--- config.mk ---
export PLATFORM = sky130hd
export DESIGN_NAME = fft_twiddle_sequencer_flat
export DESIGN_NICKNAME = d
export VERILOG_FILES = /design/src/rtl/fft_twiddle_sequencer_if.sv /design/src/rtl/fft_twiddle_sequencer.sv /design/src/flat_wrapper.sv
export SDC_FILE = /design/constraint.sdc
export NUM_CORES = 1
export LEC_CHECK = 0
export ABC_CLOCK_PERIOD_IN_PS = 3300
export CAP_MARGIN = 20
export CORE_UTILIZATION = 40
export CTS_BUF_LIST = sky130_fd_sc_hd__clkbuf_4 sky130_fd_sc_hd__clkbuf_8
export DETAILED_ROUTE_END_ITERATION = 7
export GPL_TIMING_DRIVEN = 0
export PLACE_DENSITY = 0.64
export SLEW_MARGIN = 10
export SYNTH_ARGS = -nofsm -noshare
export SYNTH_HDL_FRONTEND = slang
export SYNTH_SLANG_ARGS = --single-unit
--- constraint.sdc ---
create_clock -name clk -period 3.3 [get_ports clk]
set_input_delay 0.66 -clock clk [delete_from_list [all_inputs] [get_ports clk]]
set_output_delay 0.66 -clock clk [all_outputs]
set_load 0.005 [all_outputs]
--- src/rtl/fft_twiddle_sequencer_if.sv ---
// Control, twiddle-ROM and twiddle-stream bundle of fft_twiddle_sequencer.
// The master side belongs to the sequencer; the slave side is the ROM/consumer.
interface fft_twiddle_sequencer_if #(
    parameter int LOG2N = 5,
    parameter int DW    = 16,
    parameter int AW    = 5
);
    logic                 start;
    logic                 all_stages;
    logic [2:0]           stage_sel;
    logic                 busy;
    logic                 done;
    logic                 err;
    logic [AW-1:0]        rom_addr;
    logic [DW-1:0]        rom_re_data;
    logic [DW-1:0]        rom_im_data;
    logic                 tw_valid;
    logic                 tw_ready;
    logic [DW-1:0]        tw_re;
    logic [DW-1:0]        tw_im;
    logic [2:0]           tw_stage;
    logic [LOG2N-2:0]     tw_bfly;

    modport master (
        input  start, all_stages, stage_sel, rom_re_data, rom_im_data, tw_ready,
        output busy, done, err, rom_addr, tw_valid, tw_re, tw_im, tw_stage, tw_bfly
    );

    modport slave (
        output start, all_stages, stage_sel, rom_re_data, rom_im_data, tw_ready,
        input  busy, done, err, rom_addr, tw_valid, tw_re, tw_im, tw_stage, tw_bfly
    );
endinterface

--- src/rtl/fft_twiddle_sequencer.sv ---
// Walks the radix-2 FFT butterflies, reads twiddles from a registered ROM pair and
// streams them through a 2-entry FIFO under valid/ready backpressure.
module fft_twiddle_sequencer #(
    parameter int NPTS  = 32,
    parameter int LOG2N = 5,
    parameter int DW    = 16,
    parameter int AW    = 5
) (
    input  logic                    clk,
    input  logic                    rst,
    fft_twiddle_sequencer_if.master bus
);
    localparam int              BW     = LOG2N - 1;
    localparam logic [BW-1:0]   B_LAST = BW'(NPTS / 2 - 1);
    localparam logic [2:0]      S_LAST = 3'(LOG2N - 1);
    localparam logic [BW-1:0]   B_ONE  = {{(BW-1){1'b0}}, 1'b1};

    typedef enum logic [1:0] {
        IDLE  = 2'd0,
        RUN   = 2'd1,
        DRAIN = 2'd2
    } state_t;

    typedef struct packed {
        logic [DW-1:0] re;
        logic [DW-1:0] im;
        logic [2:0]    stage;
        logic [BW-1:0] bfly;
    } entry_t;

    // Twiddle index for butterfly b of stage s: (b mod 2^s) << (LOG2N-1-s).
    function automatic logic [AW-1:0] tw_addr(input logic [BW-1:0] b, input logic [2:0] s);
        logic [BW:0]      span;
        logic [BW-1:0]    wrapped;
        logic [AW+BW-1:0] wide;
        span         = {{BW{1'b0}}, 1'b1} << s;
        wrapped      = b & BW'(span - {{BW{1'b0}}, 1'b1});
        wide         = '0;
        wide[BW-1:0] = wrapped;
        wide         = wide << (S_LAST - s);
        return wide[AW-1:0];
    endfunction

    state_t        state_q;
    logic          busy_q;
    logic          done_q;
    logic          err_q;
    logic          all_q;
    logic [2:0]    s_q;
    logic [BW-1:0] b_q;
    logic [AW-1:0] addr_q;
    logic          rd_q;
    logic [2:0]    rd_stage_q;
    logic [BW-1:0] rd_bfly_q;

    logic [1:0]    cnt_q;
    logic [1:0]    cnt_d;
    logic          vld_q;
    entry_t        head_q;
    entry_t        head_d;
    entry_t        tail_q;
    entry_t        tail_d;
    entry_t        in_s;

    logic          pop_s;
    logic          push_s;
    logic          issue_s;
    logic          last_issue_s;
    logic          accept_s;
    logic          reject_s;
    logic [1:0]    occ_s;
    logic [BW-1:0] b_nxt_s;

    // Handshake, read-credit and start-qualification decode.
    always_comb begin
        pop_s   = vld_q & bus.tw_ready;
        push_s  = rd_q;
        b_nxt_s = b_q + B_ONE;
        // Occupancy counts this cycle's pop as already gone so a full-rate stream never bubbles.
        occ_s   = cnt_q + {1'b0, rd_q} - {1'b0, pop_s};
        if (state_q == RUN) begin
            issue_s = (occ_s < 2'd2);
        end else begin
            issue_s = 1'b0;
        end
        if (issue_s && (b_q == B_LAST)) begin
            last_issue_s = !all_q || (s_q == S_LAST);
        end else begin
            last_issue_s = 1'b0;
        end
        if ((state_q == IDLE) && bus.start && !done_q) begin
            if (bus.all_stages || (bus.stage_sel <= S_LAST)) begin
                accept_s = 1'b1;
                reject_s = 1'b0;
            end else begin
                accept_s = 1'b0;
                reject_s = 1'b1;
            end
        end else begin
            accept_s = 1'b0;
            reject_s = 1'b0;
        end
    end

    // Sequencer FSM: butterfly/stage counters, ROM address, read tag pipeline and status pulses.
    always_ff @(posedge clk) begin
        if (rst) begin
            state_q    <= IDLE;
            busy_q     <= 1'b0;
            done_q     <= 1'b0;
            err_q      <= 1'b0;
            all_q      <= 1'b0;
            s_q        <= 3'd0;
            b_q        <= '0;
            addr_q     <= '0;
            rd_q       <= 1'b0;
            rd_stage_q <= 3'd0;
            rd_bfly_q  <= '0;
        end else begin
            done_q     <= 1'b0;
            err_q      <= reject_s;
            rd_q       <= issue_s;
            rd_stage_q <= s_q;
            rd_bfly_q  <= b_q;
            case (state_q)
                IDLE: begin
                    if (accept_s) begin
                        state_q <= RUN;
                        busy_q  <= 1'b1;
                        all_q   <= bus.all_stages;
                        s_q     <= bus.all_stages ? 3'd0 : bus.stage_sel;
                        b_q     <= '0;
                        addr_q  <= '0;
                    end
                end
                RUN: begin
                    if (issue_s) begin
                        if (b_q == B_LAST) begin
                            b_q    <= '0;
                            addr_q <= '0;
                            if (last_issue_s) begin
                                state_q <= DRAIN;
                            end else begin
                                s_q <= s_q + 3'd1;
                            end
                        end else begin
                            b_q    <= b_nxt_s;
                            addr_q <= tw_addr(b_nxt_s, s_q);
                        end
                    end
                end
                DRAIN: begin
                    // Nothing in flight and the last entry leaving now: finish next cycle.
                    if (occ_s == 2'd0) begin
                        state_q <= IDLE;
                        busy_q  <= 1'b0;
                        done_q  <= 1'b1;
                    end
                end
                default: begin
                    state_q <= IDLE;
                    busy_q  <= 1'b0;
                end
            endcase
        end
    end

    // Two-entry FIFO kept as head/tail registers so the stream outputs come straight from flops.
    always_comb begin
        in_s   = {bus.rom_re_data, bus.rom_im_data, rd_stage_q, rd_bfly_q};
        head_d = head_q;
        tail_d = tail_q;
        cnt_d  = cnt_q;
        case ({push_s, pop_s})
            2'b10: begin
                if (cnt_q == 2'd0) begin
                    head_d = in_s;
                end else begin
                    tail_d = in_s;
                end
                cnt_d = cnt_q + 2'd1;
            end
            2'b01: begin
                head_d = tail_q;
                cnt_d  = cnt_q - 2'd1;
            end
            2'b11: begin
                if (cnt_q == 2'd1) begin
                    head_d = in_s;
                end else begin
                    head_d = tail_q;
                    tail_d = in_s;
                end
            end
            default: begin
                cnt_d = cnt_q;
            end
        endcase
    end

    // FIFO state registers.
    always_ff @(posedge clk) begin
        if (rst) begin
            cnt_q  <= 2'd0;
            vld_q  <= 1'b0;
            head_q <= '0;
            tail_q <= '0;
        end else begin
            cnt_q  <= cnt_d;
            vld_q  <= (cnt_d != 2'd0);
            head_q <= head_d;
            tail_q <= tail_d;
        end
    end

    assign bus.busy     = busy_q;
    assign bus.done     = done_q;
    assign bus.err      = err_q;
    assign bus.rom_addr = addr_q;
    assign bus.tw_valid = vld_q;
    assign bus.tw_re    = head_q.re;
    assign bus.tw_im    = head_q.im;
    assign bus.tw_stage = head_q.stage;
    assign bus.tw_bfly  = head_q.bfly;
endmodule

--- src/flat_wrapper.sv ---
// flat-port wrapper written by rule: the top's interface ports become plain ports
module fft_twiddle_sequencer_flat 
#(
    parameter int NPTS  = 32,
    parameter int LOG2N = 5,
    parameter int DW    = 16,
    parameter int AW    = 5
)
  (clk, rst, bus_start, bus_all_stages, bus_stage_sel, bus_rom_re_data, bus_rom_im_data, bus_tw_ready, bus_busy, bus_done, bus_err, bus_rom_addr, bus_tw_valid, bus_tw_re, bus_tw_im, bus_tw_stage, bus_tw_bfly);
  fft_twiddle_sequencer_if #(.LOG2N(LOG2N), .DW(DW), .AW(AW)) bus_i ();
  input  logic clk;
  input  logic rst;
  input wire logic [$bits(bus_i.start)-1:0] bus_start;
  input wire logic [$bits(bus_i.all_stages)-1:0] bus_all_stages;
  input wire logic [$bits(bus_i.stage_sel)-1:0] bus_stage_sel;
  input wire logic [$bits(bus_i.rom_re_data)-1:0] bus_rom_re_data;
  input wire logic [$bits(bus_i.rom_im_data)-1:0] bus_rom_im_data;
  input wire logic [$bits(bus_i.tw_ready)-1:0] bus_tw_ready;
  output wire logic [$bits(bus_i.busy)-1:0] bus_busy;
  output wire logic [$bits(bus_i.done)-1:0] bus_done;
  output wire logic [$bits(bus_i.err)-1:0] bus_err;
  output wire logic [$bits(bus_i.rom_addr)-1:0] bus_rom_addr;
  output wire logic [$bits(bus_i.tw_valid)-1:0] bus_tw_valid;
  output wire logic [$bits(bus_i.tw_re)-1:0] bus_tw_re;
  output wire logic [$bits(bus_i.tw_im)-1:0] bus_tw_im;
  output wire logic [$bits(bus_i.tw_stage)-1:0] bus_tw_stage;
  output wire logic [$bits(bus_i.tw_bfly)-1:0] bus_tw_bfly;
  assign bus_i.start = bus_start;
  assign bus_i.all_stages = bus_all_stages;
  assign bus_i.stage_sel = bus_stage_sel;
  assign bus_i.rom_re_data = bus_rom_re_data;
  assign bus_i.rom_im_data = bus_rom_im_data;
  assign bus_i.tw_ready = bus_tw_ready;
  assign bus_busy = bus_i.busy;
  assign bus_done = bus_i.done;
  assign bus_err = bus_i.err;
  assign bus_rom_addr = bus_i.rom_addr;
  assign bus_tw_valid = bus_i.tw_valid;
  assign bus_tw_re = bus_i.tw_re;
  assign bus_tw_im = bus_i.tw_im;
  assign bus_tw_stage = bus_i.tw_stage;
  assign bus_tw_bfly = bus_i.tw_bfly;
  fft_twiddle_sequencer #(.NPTS(NPTS), .LOG2N(LOG2N), .DW(DW), .AW(AW)) u_core (.clk(clk), .rst(rst), .bus(bus_i));
endmodule
==> flow_summary.yaml <==
synth:
  synth_largest_type_area_fraction: 0.4645
  synthesis.instances: 522
  synth_ff_type: "sky130_fd_sc_hd__dfxtp_1"
  synth-seq-cells: 107
  ys_types: 54
  postSynth.asyncResetShare: 0
  synth_warnings: 0
  synth-edff-count: 0
  synth_top_cells_by_count: "sky130_fd_sc_hd__dfxtp_1 (107), sky130_fd_sc_hd__nand2_1 (95), sky130_fd_sc_hd__nor2_1 (58)"
  post-synth-top-count-cell: "sky130_fd_sc_hd__dfxtp_1"
  post_synth_main_area_contributors: "sky130_fd_sc_hd__dfxtp_1 (46%), sky130_fd_sc_hd__mux2i_1 (9.1%), sky130_fd_sc_hd__nand2_1 (7.7%), sky130_fd_sc_hd__a211oi_1 (7.2%), sky130_fd_sc_hd__nor2_1 (4.7%)"
  synth_fp_nets: 573
  avgSynthCellArea_um2: 8.835
  yosysSeqAreaShare: 0.4645
  post-synth-top-area-cell: "sky130_fd_sc_hd__dfxtp_1"
  area_of_the_mapped_netlist_um2: 4612
timing:
  final-setup-viol-count: 0
  layout_setup_ws_ns: 0.4778
  timing.final.crit_period_ns: 2.822
  slew_violations: 0
  rsz0062_at_grt: "no"
  period_share: 0.8552
  timing.final.hold_violations: 0
  clock-skew-final_ns: 0.01562
  worst_pin_slew_ns: 0.5700
  slew_headroom: 0.6200
  hold_slack_ns: 0.4543
  setup_tns_ns: 0
  max_freq_ghz: 0.3543
worst_setup_path:
  critPathLaunchType: "primary input"
  cp_max_fo: 10
  r2r_slack_ns: 0.50
  worst-endpoint-arrival_ns: 3.06
  path_class: "primary input to flip-flop"
  worstPathRequired_ns: 3.54
  critPathCapture: "u_core.b_q[0]"
  setup.worst_path.end_class: "flip-flop"
  cp-startpoint: "bus_tw_ready"
  crit-reg2reg-launch: "u_core.s_q[0]"
  worst_r2r_endpoint: "u_core.bus.rom_addr[3]"
  r2r_cells: 10
routing:
  postRouteWirelength_mm: 10.85
  num_vias: 3882
  top_layer: "met4"
  post-route-drc-count: 0
  wl_cell_um: 14.21
  post_drt_via_cell_ratio: 5.088
  wirelength_met1_mm: 5.028
  route.met2.wl_mm: 5.225
  ant_nets: 0
  drt_iter0_markers: 164
  routed_wire_length_on_met3_um: 415
  drt_pass1_iterations: 4
clock_network:
  cts_root_buf: "sky130_fd_sc_hd__clkbuf_8"
  cts.hold.buffers_added: 0
  cts_max_path_buffers: 2
  tritoncts: "done"
  worst_setup_hold_path_clk_slew_ns: 0.10
  htree_levels: 3
  ctsResizeCount: 0
  cts_buffers: 9
  cts_setup_buffers: 0
  worst_skew_pair.late_latency_ns: 0.37
  clock_sinks: 107
final_layout:
  layout-area-overhead-vs-synth_pct: 26.40
  antenna_cells: 0
  stdcell_area_um2: 5829
  final_layout_size_suffix_gt1_frac: 0.05136
  nets: 670
pwr:
  power_density_nw_per_um2: 613.4
  cellLeakagePower_nw: 2.198
  irDropWorstVdd_v: 0.0002523
floorplanning:
  die_area_um2: 11960
  ioPinCount: 88
  placementRows: 38
  floorplan.die.width_um: 109.4
  start_util: 0.4181
  die_height_um: 109.4
  coreArea_um2: 11030
global_routing:
  grt_pass1_vias: 3778
  overall_routing_resource_usage: 0.1901
  globalRouteOverflowTotal: 0
  grt_start_max_net_pins: 19
  first_pass_grt_wire_length_mm: 17.65
  grt_antenna_before_repair: 0
placement:
  portBuffers: 86
  place_area_um2: 5648
  pre_cts_slack_ns: 0.1176
  dp.final_hpwl_mm: 7.976
  gp_congestion: 0.8912
min_path:
  min_path_type: "flip-flop to flip-flop"
status:
  status: "finished, final reports clean"
run:
  drv_cap: 0
## stage by stage
| step | util | total power [mW] | cells |
|---|---|---|---|
| floorplan | - | 2.328 | 522 |
| global placement | 0.5120 | 2.820 | 748 |
| detailed placement | 0.5120 | 2.845 | 748 |
| CTS | 0.5285 | 3.611 | 763 |
| global route | 0.5285 | 3.824 | 763 |
| finish | 0.5285 | 3.576 | 763 |
## power breakdown
group          leakage [nW]  switching [mW]  internal [mW]  total, mW
Combinational          1.23           0.604          0.605       1.21
Clock                0.0937           0.466          0.303      0.769
Sequential            0.871           0.120           1.48       1.60
Total                  2.20            1.19           2.39       3.58
## worst max-delay path: stages
cell                              delay (ns)
sky130_fd_sc_hd__clkdlybuf4s50_1        0.54
sky130_fd_sc_hd__nand2_1                0.19
sky130_fd_sc_hd__xnor2_1                0.27
sky130_fd_sc_hd__ha_1                   0.23
sky130_fd_sc_hd__xnor2_2                0.16
sky130_fd_sc_hd__xnor2_4                0.14
sky130_fd_sc_hd__a21oi_2                0.32
sky130_fd_sc_hd__buf_2                  0.30
sky130_fd_sc_hd__mux2i_1                0.21
sky130_fd_sc_hd__nor2_1                 0.05
## sequential cells by signal, summed over array words and instances (netlist names), 2 cells and up
register,cells
u_core.b_q,4
u_core.bus.rom_addr,5
u_core.bus.tw_bfly,4
u_core.bus.tw_im,16
u_core.bus.tw_re,16
u_core.bus.tw_stage,3
u_core.cnt_q,2
u_core.rd_bfly_q,4
u_core.rd_stage_q,3
u_core.s_q,3
u_core.state_q,2
u_core.tail_q,39
## layout make-up
type	count	area, um^2
clock buffer	10	137.6
buffer	38	156.4
multi-input combinational	371	2291
tap	140	175.2
timing repair buffer	86	860.8
fill	1050	5201
inverter	6	22.52
clock inverter	5	43.79
sequential	107	2142
## logic make-up after synthesis
group / synth area share
flip-flops: 0.4645
AND/OR/NAND/NOR: 0.1915
buffers and inverters: 0.03879
AO/OA/AOI/OAI: 0.1647
multiplexers: 0.09360
adder cells (fa/ha/maj): 0.02984
XOR/XNOR: 0.01709
## cell usage in the layout (no fill, tap or decap), types with 5 or more instances in the layout
master,count
sky130_fd_sc_hd__nor2_1,58
sky130_fd_sc_hd__mux2i_1,42
sky130_fd_sc_hd__a211oi_1,44
sky130_fd_sc_hd__nand3_1,6
sky130_fd_sc_hd__a21oi_1,43
sky130_fd_sc_hd__ha_1,11
sky130_fd_sc_hd__nand2b_1,5
sky130_fd_sc_hd__clkbuf_1,29
sky130_fd_sc_hd__clkbuf_8,10
sky130_fd_sc_hd__o21ai_0,6
sky130_fd_sc_hd__nor2b_1,9
sky130_fd_sc_hd__nand2_1,95
sky130_fd_sc_hd__dfxtp_1,107
sky130_fd_sc_hd__clkdlybuf4s50_1,86
sky130_fd_sc_hd__buf_2,5
sky130_fd_sc_hd__inv_1,6
## worst min-delay path by stage
stage	from	endpoint	slack, ns	depth (start not counted)
after floorplan	u_core.rd_bfly_q[0]	u_core.tail_q[0]	0.43	2
after global placement	u_core.rd_stage_q[1]	u_core.tail_q[5]	0.44	2
after detailed placement	u_core.rd_bfly_q[1]	u_core.tail_q[1]	0.45	2
after CTS	u_core.rd_bfly_q[1]	u_core.tail_q[1]	0.45	2
after global routing	u_core.rd_bfly_q[3]	u_core.tail_q[3]	0.47	2
final	u_core.rd_bfly_q[1]	u_core.tail_q[1]	0.45	2
## routing by layer
layer | vias to the layer above | global-route usage
met2 | 79 | 0.3239
met5 | - | 0
met1 | 1786 | 0.2426
met3 | 13 | 0.03320
li1 | 2004 | -
met4 | 0 | 0.06381
(Power assumes the default switching activity.)
